### config.mk
export PLATFORM = sky130hd
export DESIGN_NAME = ps2_ace_keymatrix
export DESIGN_NICKNAME = d
export VERILOG_FILES = /design/src/rtl/ps2_ace_keymatrix.sv
export SDC_FILE = /design/constraint.sdc
export NUM_CORES = 1
export LEC_CHECK = 0
export CORE_MARGIN = 2
export CORE_UTILIZATION = 37
export DETAILED_ROUTE_END_ITERATION = 8
export MAX_ROUTING_LAYER = met4
export SLEW_MARGIN = 20
export SYNTH_ARGS = -nofsm -noshare
export SYNTH_HDL_FRONTEND = slang
export SYNTH_SLANG_ARGS = --single-unit
### constraint.sdc
create_clock -name clk -period 3.4 [get_ports clk]
set_input_delay 1.02 -clock clk [delete_from_list [all_inputs] [get_ports clk]]
set_output_delay 1.02 -clock clk [all_outputs]
set_load 0.01 [all_outputs]
### src/rtl/ps2_ace_keymatrix.sv
// ps2_ace_keymatrix: PS/2 set-2 key events to Jupiter Ace 8x5 keyboard matrix,
// with PC-key expansion and a Ctrl+Alt+Del / F12 reset request pulse.
module ps2_ace_keymatrix #(
    parameter int RESET_PULSE = 16
) (
    input  logic        clk,
    input  logic        reset,
    input  logic [10:0] ps2_key,
    input  logic [7:0]  row_sel,
    output logic [4:0]  columns,
    output logic        kbd_reset
);
    localparam int         NF   = 49;
    localparam logic [5:0] NONE = 6'd63;

    // Flag layout: 0..39 matrix position row*5+col (0 = LShift, 1 = LCtrl),
    // 40 RShift, 41 RCtrl, 42 LAlt, 43 RAlt, 44..48 Backspace/Left/Right/Up/Down.
    function automatic logic [5:0] key_index(input logic [8:0] k);
        case (k)
            9'h012: key_index = 6'd0;
            9'h014: key_index = 6'd1;
            9'h01A: key_index = 6'd2;
            9'h022: key_index = 6'd3;
            9'h021: key_index = 6'd4;
            9'h01C: key_index = 6'd5;
            9'h01B: key_index = 6'd6;
            9'h023: key_index = 6'd7;
            9'h02B: key_index = 6'd8;
            9'h034: key_index = 6'd9;
            9'h015: key_index = 6'd10;
            9'h01D: key_index = 6'd11;
            9'h024: key_index = 6'd12;
            9'h02D: key_index = 6'd13;
            9'h02C: key_index = 6'd14;
            9'h016: key_index = 6'd15;
            9'h01E: key_index = 6'd16;
            9'h026: key_index = 6'd17;
            9'h025: key_index = 6'd18;
            9'h02E: key_index = 6'd19;
            9'h045: key_index = 6'd20;
            9'h046: key_index = 6'd21;
            9'h03E: key_index = 6'd22;
            9'h03D: key_index = 6'd23;
            9'h036: key_index = 6'd24;
            9'h04D: key_index = 6'd25;
            9'h044: key_index = 6'd26;
            9'h043: key_index = 6'd27;
            9'h03C: key_index = 6'd28;
            9'h035: key_index = 6'd29;
            9'h05A: key_index = 6'd30;
            9'h04B: key_index = 6'd31;
            9'h042: key_index = 6'd32;
            9'h03B: key_index = 6'd33;
            9'h033: key_index = 6'd34;
            9'h029: key_index = 6'd35;
            9'h03A: key_index = 6'd36;
            9'h031: key_index = 6'd37;
            9'h032: key_index = 6'd38;
            9'h02A: key_index = 6'd39;
            9'h059: key_index = 6'd40;
            9'h114: key_index = 6'd41;
            9'h011: key_index = 6'd42;
            9'h111: key_index = 6'd43;
            9'h066: key_index = 6'd44;
            9'h16B: key_index = 6'd45;
            9'h174: key_index = 6'd46;
            9'h175: key_index = 6'd47;
            9'h172: key_index = 6'd48;
            default: key_index = NONE;
        endcase
    endfunction

    logic [10:0]   key_q;
    logic          prev_q;
    logic          arm_q;
    logic [NF-1:0] flags_q, flags_d;
    logic [7:0]    cnt_q, cnt_d;
    logic          evt, del_hit, f12_hit, trig;
    logic [5:0]    idx;
    logic [39:0]   eff;

    always_comb begin
        evt     = arm_q && (key_q[10] != prev_q);
        idx     = key_index(key_q[8:0]);
        flags_d = flags_q;
        if (evt && idx != NONE)
            flags_d[idx] = key_q[9];
        // Modifier state is taken before this event is applied.
        del_hit = key_q[8:0] == 9'h171 && (flags_q[1] | flags_q[41]) && (flags_q[42] | flags_q[43]);
        f12_hit = key_q[8:0] == 9'h007;
        trig    = evt && key_q[9] && (del_hit || f12_hit);
        cnt_d   = trig ? 8'(RESET_PULSE) : (cnt_q != 8'd0 ? cnt_q - 8'd1 : cnt_q);
    end

    always_comb begin
        eff     = flags_q[39:0];
        eff[0]  = eff[0] | flags_q[40] | (|flags_q[48:44]);
        eff[1]  = eff[1] | flags_q[41];
        eff[20] = eff[20] | flags_q[44];
        eff[19] = eff[19] | flags_q[45];
        eff[22] = eff[22] | flags_q[46];
        eff[23] = eff[23] | flags_q[47];
        eff[24] = eff[24] | flags_q[48];
        columns = 5'h1F;
        for (int r = 0; r < 8; r++)
            if (!row_sel[r])
                columns = columns & ~eff[r*5 +: 5];
    end

    assign kbd_reset = cnt_q == 8'd0;

    // The first cycle out of reset only aligns prev_q with the toggle bit.
    always_ff @(posedge clk or negedge reset) begin
        if (!reset) begin
            key_q   <= '0;
            prev_q  <= 1'b0;
            arm_q   <= 1'b0;
            flags_q <= '0;
            cnt_q   <= '0;
        end else begin
            key_q   <= ps2_key;
            prev_q  <= arm_q ? key_q[10] : ps2_key[10];
            arm_q   <= 1'b1;
            flags_q <= flags_d;
            cnt_q   <= cnt_d;
        end
    end
endmodule

; After elaboration in Yosys (flattened, before gate mapping)
; Index checks and enable logic that the tools add are counted.
[op_classes]
add_sub_neg = 1
n_lt_le_gt_ge = 2
eq_ne = 53
mux = 15
bitwise_logic = 24
reduce_logical = 12
[ops]
columns = operator, count
row1 = $pmux W6 S49, 1
row2 = $eq A9 B6 Y1 const B, 23
row3 = $eq A9 B5 Y1 const B, 10
row4 = $eq A9 B7 Y1 const B, 10
row5 = $eq A9 B9 Y1 const B, 7
row6 = $bwmux W49, 1
row7 = $mux W5, 8
row8 = $not A5 Y5, 8
row9 = $and A5 B5 Y5, 7
row10 = $mux W8, 2
row11 = $eq A9 B3 Y1 const B, 1
row12 = $or A1 B1 Y1, 9
row13 = $logic_not A8 Y1, 1
row14 = $reduce_bool A8 Y1, 1
row15 = $sub A8 B1 Y8 const B, 1
row16 = $logic_and A1 B1 Y1, 7
row17 = $lt A6 B7 Y1 const B, 1
row18 = $demux W1 S6, 1
row19 = $ge A6 B1 Y1 const B, 1
row20 = $ne A6 B6 Y1 const B, 1
row21 = $reduce_or A5 Y1, 1
row22 = $mux W1, 2
row23 = $reduce_bool A2 Y1, 1
row24 = $logic_or A1 B1 Y1, 1
row25 = $ne A1 B1 Y1, 1
[totals]
regBits = 70
inputBits = 21
out_inout_bits = 6
word_cells = 112

; Logic depth before layout (Yosys ltp)
; Gate-level depths: netlist of run 1.
[logic_depth]
word_depth = 18
mapped_depth = 10
ltp_nobuf = 8

; Least setup slack after synthesis of run 1
; No wires, ideal clock.
[synth_timing]
kind = input port to output port
from = input port row_sel[7]
to = output port columns[0]
t_arrival_ns = 1.838
t_required_ns = 2.380
slack_ns = 0.542
cell_stages = 3
path_buffers = 0
path_cell_list = inv_1 > a221o_1 > nor4_1
[synth_via]
elab_chain_len = 1
[synth_rtl]
columns = element, line_no
row1 = from (decl), 9  ; input logic [7:0] row_sel,
row2 = $mux W5, 106  ; if (!row_sel[r])
row3 = to (decl), 10  ; output logic [4:0] columns,
; No other way between the ends.

; Final worst setup path of run 1
[layout_timing]
from = input port row_sel[5]
to = output port columns[3]
[layout_via]
elab_chain_len = 5
[layout_rtl]
columns = element, line_no
row1 = $mux W5 *, 106
row2 = $and A5 B5 Y5, 107  ; columns = columns & ~eff[r*5 +: 5];
row3 = $mux W5 *, 106
row4 = $and A5 B5 Y5, 107
row5 = $mux W5 *, 106
; Mark *: on every way between the ends. The rest lies on a longest branch, timed or not.

==> impl_metrics.csv, run 1 <==
group,metric,value,unit
outcome,status,"finished, final reports clean",
timing,maxSlewViolCount,0,
routing,dr_total_vias,3746,
yosys,syn_avg_cell_area,9.91,µm²
clock_tree,cts_buffers,9,
layout,drive_gt1_frac,0.243,
timing,setup_viol,0,
global_route,grt_pass1_wl,20200,µm
floorplan,dieArea,0.0128,mm²
yosys,ys_seq_elements,70,
timing,setup_ws,0.0699,ns
floorplan,core,0.0115,mm²
place,gp_congestion,0.964,
setup_path,cp_slowest_cell,"clkdlybuf4s50_1",
yosys,syn-instance-count,446,
global_route,grt_max_degree,51,
setup_path,critPathMaxFanout,4,
layout,utilization,0.456,
yosys,synthFlopType,"dfrtp_1",
timing,fin_crit,3.33,ns
yosys,ys_top_cells_by_count,"dfrtp_1 (70), nor2_1 (43), mux2_2 (37)",
routing,wl_per_cell,19.4,µm
clock_tree,ctsRootBufferMaster,"clkbuf_16",
setup_path,worst_ep_required_time,2.38,ns
global_route,gr-total-overflow,0,
yosys,ys_seq_area_frac,0.396,
hold_path,hold_path_class,"reg -> reg",
setup_path,crit_arrival,2.31,ns
setup_path,critPathKind,"in -> out",
power,static-leakage-power,2.21,nW
layout,finalNetCount,512,
routing,drt_iter0_drc,314,
layout,area_growth,18.9,%
clock_tree,clk_latency,0.33,ns
timing,slew-limit-headroom,0.479,
clock_tree,htreeDepth,3,
place,numPlacedInstances,619,
timing,period_share,0.979,
place,hpwl,9120,µm
power,vdd_drop_max,0.357,mV
yosys,yosysMostFrequentCell,"dfrtp_1",
power,finalPower,0.00225,W
routing,drc,0,
routing,firstDrtPassIters,5,
timing,clock_skew,0.00328,ns
clock_tree,cts_sinks,70,
place,dpl_worst_slack,-0.435,ns
floorplan,initial_core_util,0.384,
clock_tree,clockBufferDepth,2,
clock_tree,postCtsHoldBufs,0,
floorplan,ios,27,
routing,wirelength,12300,µm
setup_path,worst-path-buf-inv,3,
setup_path,crit_chain,"clkdlybuf4s50_1, inv_2, a22o_1, a221oi_2, o211a_1, buf_2",
yosys,synth_warnings,0,
global_route,antenna_found_initial,0,
power,power.density,428,mW/mm²
routing,viasPerCell,5.88,
timing,hold_viol_final,0,
layout,stdcell_count,637,
yosys,synth.top_cell.area_share,0.396,
setup_path,cp-end-kind,"output port",
floorplan,row_count,39,
global_route,grt_pass1_vias,3685,
flow_run,maxCapViolations,0,
yosys,synth_nets,469,
timing,rsz0062_at_grt,"no",
clock_tree,cts_tree,"yes",
layout,antenna_cells,0,
yosys,async_flop_share,1.00,
floorplan,die_x,113,µm
setup_path,cp_top_family,"buffers and inverters",
setup_path,critPathMaxStageDelay,0.47,ns
timing,clock.fmax,300,MHz
clock_tree,path_clk_slew,0.05,ns
place,io_buffers,26,
floorplan,die_y,113,µm
timing,worstMarginPinSlew,0.782,ns
yosys,yosys-top-cells-area,"dfrtp_1 (40%), mux2_2 (9.4%), nor2_1 (3.7%), mux2_1 (2.8%), nor3_1 (2.7%)",
routing,ant_nets,0,
yosys,synth_cell_types,81,
yosys,synth-edff-count,0,
setup_path,crit_path_start_kind,"input port",
global_route,grt_usage,0.208,
yosys,syn_area,0.00442,mm²
yosys,synth_area_leader_cell,"dfrtp_1",
-- sequential cells by signal, indices dropped and copies added, names as in the netlist --
register  count
flags_q      49
arm_q         1
prev_q        1
key_q        11
cnt_q         8
-- cell families after synthesis --
| logic type | Yosys count | share of synthesized area |
|---|---|---|
| compound gates | 68 | 0.122 |
| xor+xnor | 9 | 0.0178 |
| fa+ha+maj | 2 | 0.00566 |
| buf+inv | 44 | 0.0510 |
| flops | 70 | 0.396 |
| mux | 51 | 0.129 |
| other cells | 1 | 0.000849 |
| simple gates | 201 | 0.277 |
-- path summary, 6_finish.rpt --
kind	startpoint	end	slack, ns	cells past startpoint
hold reg to reg	flags_q[43]	flags_q[43]	0.51	1
setup reg to reg	key_q[8]	flags_q[17]	0.35	7
hold / removal	flags_q[43]	flags_q[43]	0.51	1
max in group asynchronous	reset	flags_q[28]	2.04	2
setup / recovery	row_sel[5]	columns[3]	0.07	6
min in group asynchronous	reset	flags_q[33]	0.71	1
-- power by group --
part           switching (W)  internal [W]
Clock               0.000332      0.000565
Sequential         0.0000774      0.000900
Combinational       0.000203      0.000172
Total               0.000613       0.00164
-- worst register-to-register path, delay by kind of cell (launching register included) --
| family | cells | cell delay, ns |
|---|---|---|
| simple gates | 4 | 1.47 |
| mux | 1 | 0.35 |
| flops | 1 | 0.66 |
| compound gates | 2 | 0.45 |
-- layer usage --
metal | GRT usage | vias up | share of wire
met2 | 0.325 | 130 | 0.47
met4 | 0.0691 | 0 | 0.018
met5 | - | - | 0
li1 | - | 1747 | -
met3 | 0.0434 | 19 | 0.055
met1 | 0.272 | 1850 | 0.45
-- final cells by class --
cell class | count | area [µm²]
fillers | 1097 | 6260
multi-input cells | 332 | 2480
flip-flops and latches | 70 | 1750
repair buffers | 61 | 508
clock buffers | 12 | 236
well taps | 143 | 179
inverters | 15 | 56.3
clock inverters | 4 | 47.5
-- layout by cell type, fill, tap and decap left out, types with 6 or more instances in the layout --
cell type / netlist / routed
a21oi_1: 8 / 8
buf_2: 9 / 6
buf_4: 5 / 34
clkbuf_16: 0 / 9
clkdlybuf4s50_1: 0 / 19
dfrtp_1: 70 / 70
inv_1: 15 / 12
mux2_1: 11 / 11
mux2_2: 37 / 37
nand2_1: 26 / 26
nand2b_1: 10 / 10
nand3_1: 12 / 12
nand4_1: 6 / 6
nor2_1: 43 / 43
nor2b_1: 9 / 9
nor3_1: 24 / 24
nor4_1: 16 / 15
o21ai_0: 9 / 9
or3_1: 7 / 7
xor2_1: 6 / 6
-- what timing repair did --
item / in CTS / in global routing
setup endpoints to repair: 5 / 3
pin swaps: 2 / 3
resized for setup: 28 / 3
buffers inserted: 0 / 2
-- per-stage QoR --
step	instance area, µm²	hold slack [ns]	TNS, ns
detailed placement	4940	0.496	-1.93
CTS	5230	0.510	0
global placement	4940	0.476	-1.91
floorplan	4420	0.458	0
finish	5260	0.507	0
global route	5260	0.525	0
(Power assumes the default switching activity.)
==> run 2, diff against run 1 <==
--- a/config.mk
+++ b/config.mk
@@ -5,10 +5,9 @@
 export SDC_FILE = /design/constraint.sdc
 export NUM_CORES = 1
 export LEC_CHECK = 0
-export CORE_MARGIN = 2
+export CAP_MARGIN = 20
 export CORE_UTILIZATION = 37
 export DETAILED_ROUTE_END_ITERATION = 8
-export MAX_ROUTING_LAYER = met4
 export SLEW_MARGIN = 20
 export SYNTH_ARGS = -nofsm -noshare
 export SYNTH_HDL_FRONTEND = slang
==> impl_metrics.csv, run 2 (synthesized netlist as in run 1, its figures left out) <==
group,metric,value,unit
timing,fin_crit,3.35,ns
place,dpl_cell_area,0.00495,mm²
place,dpl_worst_slack,-0.430,ns
routing,firstDrtPassIters,4,
floorplan,dieArea,0.0124,mm²
hold_path,hold-path-endpoint,"flags_q[19]",
power,static-leakage-power,2.21,nW
layout,utilization,0.458,
global_route,antenna_found_initial,0,
clock_tree,clockBufferDepth,2,
clock_tree,cts_buffers,9,
timing,worstMarginPinSlew,0.782,ns
power,power_frac_comb,0.158,
power,p_sw_frac,0.273,
floorplan,row_count,39,
setup_path,crit_path_start_kind,"input port",
timing,hold_viol_final,0,
place,io_buffers,26,
setup_path,critPathKind,"in -> out",
layout,mostFrequentLayoutCells,"dfrtp_1 (70), nor2_1 (43), mux2_2 (37)",
global_route,grt_pass1_vias,3636,
clock_tree,cts_tree,"yes",
place,numPlacedInstances,620,
setup_path,reg2regPathDepth,7,
setup_path,reg2reg_from,"key_q[6]",
layout,drive_gt1_frac,0.245,
clock_tree,cts_sinks,70,
timing,whs,0.495,ns
timing,clock.fmax,299,MHz
layout,area_growth,19.4,%
setup_path,cp_slowest_cell,"clkdlybuf4s50_1",
floorplan,initial_core_util,0.384,
power,power.density,446,mW/mm²
layout,layout_commonest_cell,"dfrtp_1",
setup_path,reg2reg_to,"flags_q[28]",
routing,dr_total_vias,3700,
power,p_switching,0.000642,W
routing,wirelength,12200,µm
timing,clock_skew,0.00698,ns
timing,period_share,0.985,
clock_tree,htreeDepth,3,
setup_path,r2r_setup_slack,0.30,ns
timing,setup_viol,0,
timing,setup_ws,0.0503,ns
clock_tree,ctsRootBufferMaster,"clkbuf_16",
layout,final_area,0.00528,mm²
setup_path,crit_arrival,2.33,ns
routing,ant_nets,0,
hold_path,hp-start,"flags_q[19]",
layout,top_regs,"flags_q x49, key_q x11, cnt_q x8",
power,cell_internal_pwr,0.00171,W
floorplan,die_y,111,µm
floorplan,core,0.0115,mm²
layout,largest-register,"flags_q",
layout,antenna_cells,0,
setup_path,worst-path-buf-inv,4,
outcome,status,"finished, final reports clean",
place,hpwl,9120,µm
layout,largest_reg_flops,49,
timing,slew-limit-headroom,0.479,
hold_path,worstHoldPathCells,1,
clock_tree,postCtsHoldBufs,0,
routing,drc,0,
layout,fillers,1110,
global_route,grt_max_degree,51,
setup_path,critPathMaxFanout,5,
global_route,grt_pass1_wl,20000,µm
setup_path,critPathMaxStageDelay,0.47,ns
floorplan,die_x,111,µm
global_route,grt_usage,0.210,
timing,maxSlewViolCount,0,
place,gp_congestion,0.930,
hold_path,hold_path_class,"reg -> reg",
setup_path,crit_chain,"clkdlybuf4s50_1, inv_2, buf_4, a222oi_1, o211a_1, buf_2",
floorplan,ios,27,
clock_tree,path_clk_slew,0.06,ns
power,seqPwrFrac,0.414,
global_route,gr-total-overflow,0,
setup_path,cp_top_family,"buffers and inverters",
layout,stdcell_count,636,
setup_path,worst_ep_required_time,2.38,ns
power,vdd_drop_max,0.411,mV
flow_run,maxCapViolations,0,
setup_path,cp-end-kind,"output port",
routing,drt_iter0_drc,217,
clock_tree,clk_latency,0.34,ns
timing,rsz0062_at_grt,"yes",
routing,wl_per_cell,19.1,µm
power,p_clk_frac,0.428,
layout,finalNetCount,511,
routing,viasPerCell,5.82,
==> run 2: power groups by stage <==
stage	sequential, W	clock [W]	combinational [W]
2_1_floorplan	0.000960	0	0.000264
3_3_place_gp	0.000984	0	0.000364
3_5_place_dp	0.000986	0	0.000378
4_1_cts	0.000973	0.00103	0.000377
5_1_grt	0.000985	0.00107	0.000422
6_report	0.000975	0.00101	0.000373
==> run 2: layer usage <==
metal	wire, µm	GRT usage	vias up
met5	0	0	-
met4	318	0.0910	0
met3	508	0.0334	20
met2	5640	0.327	94
met1	5690	0.290	1830
li1	-	-	1756
==> run 2: area by class of cell <==
cell class | instances | area (µm²) | area share
multi-input combinational | 332 | 2470 | 0.468
sequential | 70 | 1750 | 0.332
timing repair buffer | 60 | 498 | 0.0944
clock buffer | 9 | 225 | 0.0427
tap | 143 | 179 | 0.0339
clock inverter | 7 | 97.6 | 0.0185
inverter | 15 | 56.3 | 0.0107
==> run 2: what timing repair did <==
item | 4_1_cts | 5_1_grt
endpoints found under the setup margin | 5 | 2
pin swaps | 4 | 1
resized for setup | 24 | 3
setup buffers | 0 | 0
cloned | 0 | 0
==> run 2: through the flow <==
stage / total power (W) / setup TNS, ns
CTS: 0.00238 / 0
finish: 0.00235 / 0
floorplan: 0.00122 / 0
detailed placement: 0.00136 / -1.88
global placement: 0.00135 / -1.76
global route: 0.00248 / -0.00443
==> run 2: worst max path at each step <==
| stage | slack, ns | end | depth (start not counted) | startpoint |
|---|---|---|---|---|
| after global routing | -0.004 | columns[2] | 6 | row_sel[1] |
| after CTS | 0.004 | columns[1] | 7 | row_sel[7] |
| after floorplan | 0.54 | columns[0] | 3 | row_sel[7] |
| after global placement | -0.40 | columns[1] | 7 | row_sel[7] |
| after detailed placement | -0.43 | columns[1] | 7 | row_sel[7] |
| final | 0.05 | columns[2] | 6 | row_sel[1] |
==> run 3, diff against run 2 <==
==> constraint.sdc (replaced) <==
create_clock -name clk -period 3.3 [get_ports clk]
set_input_delay 0.99 -clock clk [delete_from_list [all_inputs] [get_ports clk]]
set_output_delay 0.99 -clock clk [all_outputs]
set_load 0.01 [all_outputs]
==> impl_metrics.csv, run 3 (synthesized netlist as in run 1, its figures left out) <==
group,metric,value,unit
outcome,status,"finished, final reports clean",
clock_tree,cts_setup_buffers,0,
setup_path,crit_chain,"clkdlybuf4s50_1, inv_2, a221o_1, nor4_1, buf_2",
floorplan,dieArea,0.0124,mm²
setup_path,r2r_setup_slack,0.22,ns
clock_tree,ctsRootBufferMaster,"clkbuf_16",
clock_tree,clk_latency,0.33,ns
power,power.density,465,mW/mm²
setup_path,worst_ep_required_time,2.31,ns
layout,finalNetCount,515,
floorplan,die_y,111,µm
power,p_switching,0.000641,W
clock_tree,htreeDepth,3,
power,seqPwrFrac,0.407,
setup_path,critPathKind,"in -> out",
clock_tree,path_clk_slew,0.06,ns
setup_path,cp_slowest_cell,"clkdlybuf4s50_1",
floorplan,row_count,39,
timing,clock_skew,0.00558,ns
layout,antenna_cells,0,
timing,hold_viol_final,0,
timing,setup_viol,0,
timing,maxSlewViolCount,0,
power,p_sw_frac,0.259,
setup_path,crit_path_start_kind,"input port",
layout,largest-register,"flags_q",
place,gp_congestion,0.886,
clock_tree,cts_buffers,9,
layout,drive_gt1_frac,0.252,
power,static-leakage-power,2.24,nW
layout,largest_reg_flops,49,
floorplan,ios,27,
global_route,grt_usage,0.211,
routing,viasPerCell,5.90,
setup_path,cp-end-kind,"output port",
setup_path,endpoint,"columns[0]",
layout,utilization,0.462,
layout,area_growth,20.4,%
timing,fin_crit,3.25,ns
setup_path,worst-path-buf-inv,3,
clock_tree,cts_sinks,70,
clock_tree,clockBufferDepth,2,
floorplan,initial_core_util,0.384,
layout,top_regs,"flags_q x49, key_q x11, cnt_q x8",
setup_path,critPathMaxStageDelay,0.47,ns
timing,setup_tns,0,ns
global_route,antenna_found_initial,0,
setup_path,critPathMaxFanout,5,
hold_path,hold_path_class,"reg -> reg",
floorplan,die_x,111,µm
place,hpwl,9200,µm
setup_path,reg2regPathDepth,7,
power,power_frac_comb,0.155,
layout,fillers,1112,
setup_path,reg2reg_from,"key_q[6]",
flow_run,maxCapViolations,0,
setup_path,crit_start,"row_sel[1]",
global_route,gr-total-overflow,0,
clock_tree,cts_tree,"yes",
global_route,grt_pass1_vias,3667,
routing,firstDrtPassIters,5,
power,p_clk_frac,0.438,
routing,wl_per_cell,19.3,µm
place,io_buffers,26,
routing,dr_total_vias,3767,
timing,slew-limit-headroom,0.450,
power,vdd_drop_max,0.425,mV
routing,drt_iter0_drc,203,
timing,period_share,0.985,
routing,drc,0,
timing,clock.fmax,308,MHz
setup_path,crit_arrival,2.26,ns
setup_path,reg2reg_to,"flags_q[3]",
global_route,grt_max_degree,71,
layout,layout_commonest_cell,"dfrtp_1",
floorplan,core,0.0115,mm²
power,cell_internal_pwr,0.00184,W
layout,mostFrequentLayoutCells,"dfrtp_1 (70), nor2_1 (43), mux2_2 (37), buf_4 (37), nand2_1 (26)",
timing,worstMarginPinSlew,0.825,ns
setup_path,critical_path_depth,5,
routing,wirelength,12300,µm
timing,rsz0062_at_grt,"no",
setup_path,cp_top_family,"buffers and inverters",
routing,ant_nets,0,
global_route,grt_pass1_wl,20200,µm
## run 3: changes by cell type in the layout (fill, tap and decap cells not counted), sizes merged
| cell | change |
|---|---|
| buf | +5 |
| inv | -1 |
| clkinvlp | -1 |
| clkbuf | -1 |
| bufinv | +1 |
## run 3: how the worst min path moves through the flow
stage               depth (start not counted)  slack, ns          end         from
floorplan                                   1       0.46  flags_q[12]  flags_q[12]
global placement                            1       0.47  flags_q[19]  flags_q[19]
detailed placement                          1       0.48  flags_q[19]  flags_q[19]
CTS                                         1       0.50  flags_q[19]  flags_q[19]
global route                                1       0.51  flags_q[19]  flags_q[19]
finish                                      1       0.50  flags_q[19]  flags_q[19]
## run 3: repair_timing
action	4_1_cts	5_1_grt
hold buffers	0	0
endpoints found under the setup margin	5	4
pin swaps	2	6
gates resized for setup	25	5
## run 3: final cells by class
type                            count  area, µm²  share of cell area
Sequential cell                    70       1750               0.329
Multi-Input combinational cell    332       2470               0.464
Clock buffer                        9        225              0.0423
Timing Repair Buffer               64        528              0.0992
Tap cell                          143        179              0.0336
Clock inverter                      6        111              0.0209
Inverter                           15       56.3              0.0106
## run 3: power by group through the flow
stage / clock network (W) / logic (W) / registers [W]
2_1_floorplan: 0 / 0.000272 / 0.000989
3_3_place_gp: 0 / 0.000375 / 0.00102
3_5_place_dp: 0 / 0.000385 / 0.00102
4_1_cts: 0.00111 / 0.000385 / 0.00101
5_1_grt: 0.00114 / 0.000430 / 0.00102
6_report: 0.00109 / 0.000383 / 0.00101
## run 3: metal layers
metal  GRT usage  up-vias  share of wire
met5           0        -              0
met1       0.298     1854           0.46
li1            -     1764              -
met2       0.313      118           0.46
met3      0.0257       31          0.052
met4       0.119        0          0.037
## run 3: through the flow
stage	hold slack [ns]	total power (W)	instance area [µm²]	cells	worst slack, ns
detailed placement	0.483	0.00141	4980	624	-0.400
global placement	0.475	0.00139	4980	624	-0.389
floorplan	0.458	0.00126	4420	446	0.502
finish	0.500	0.00248	5320	639	0.0492
CTS	0.495	0.00250	5320	639	-0.0347
global route	0.510	0.00259	5320	639	0.000532
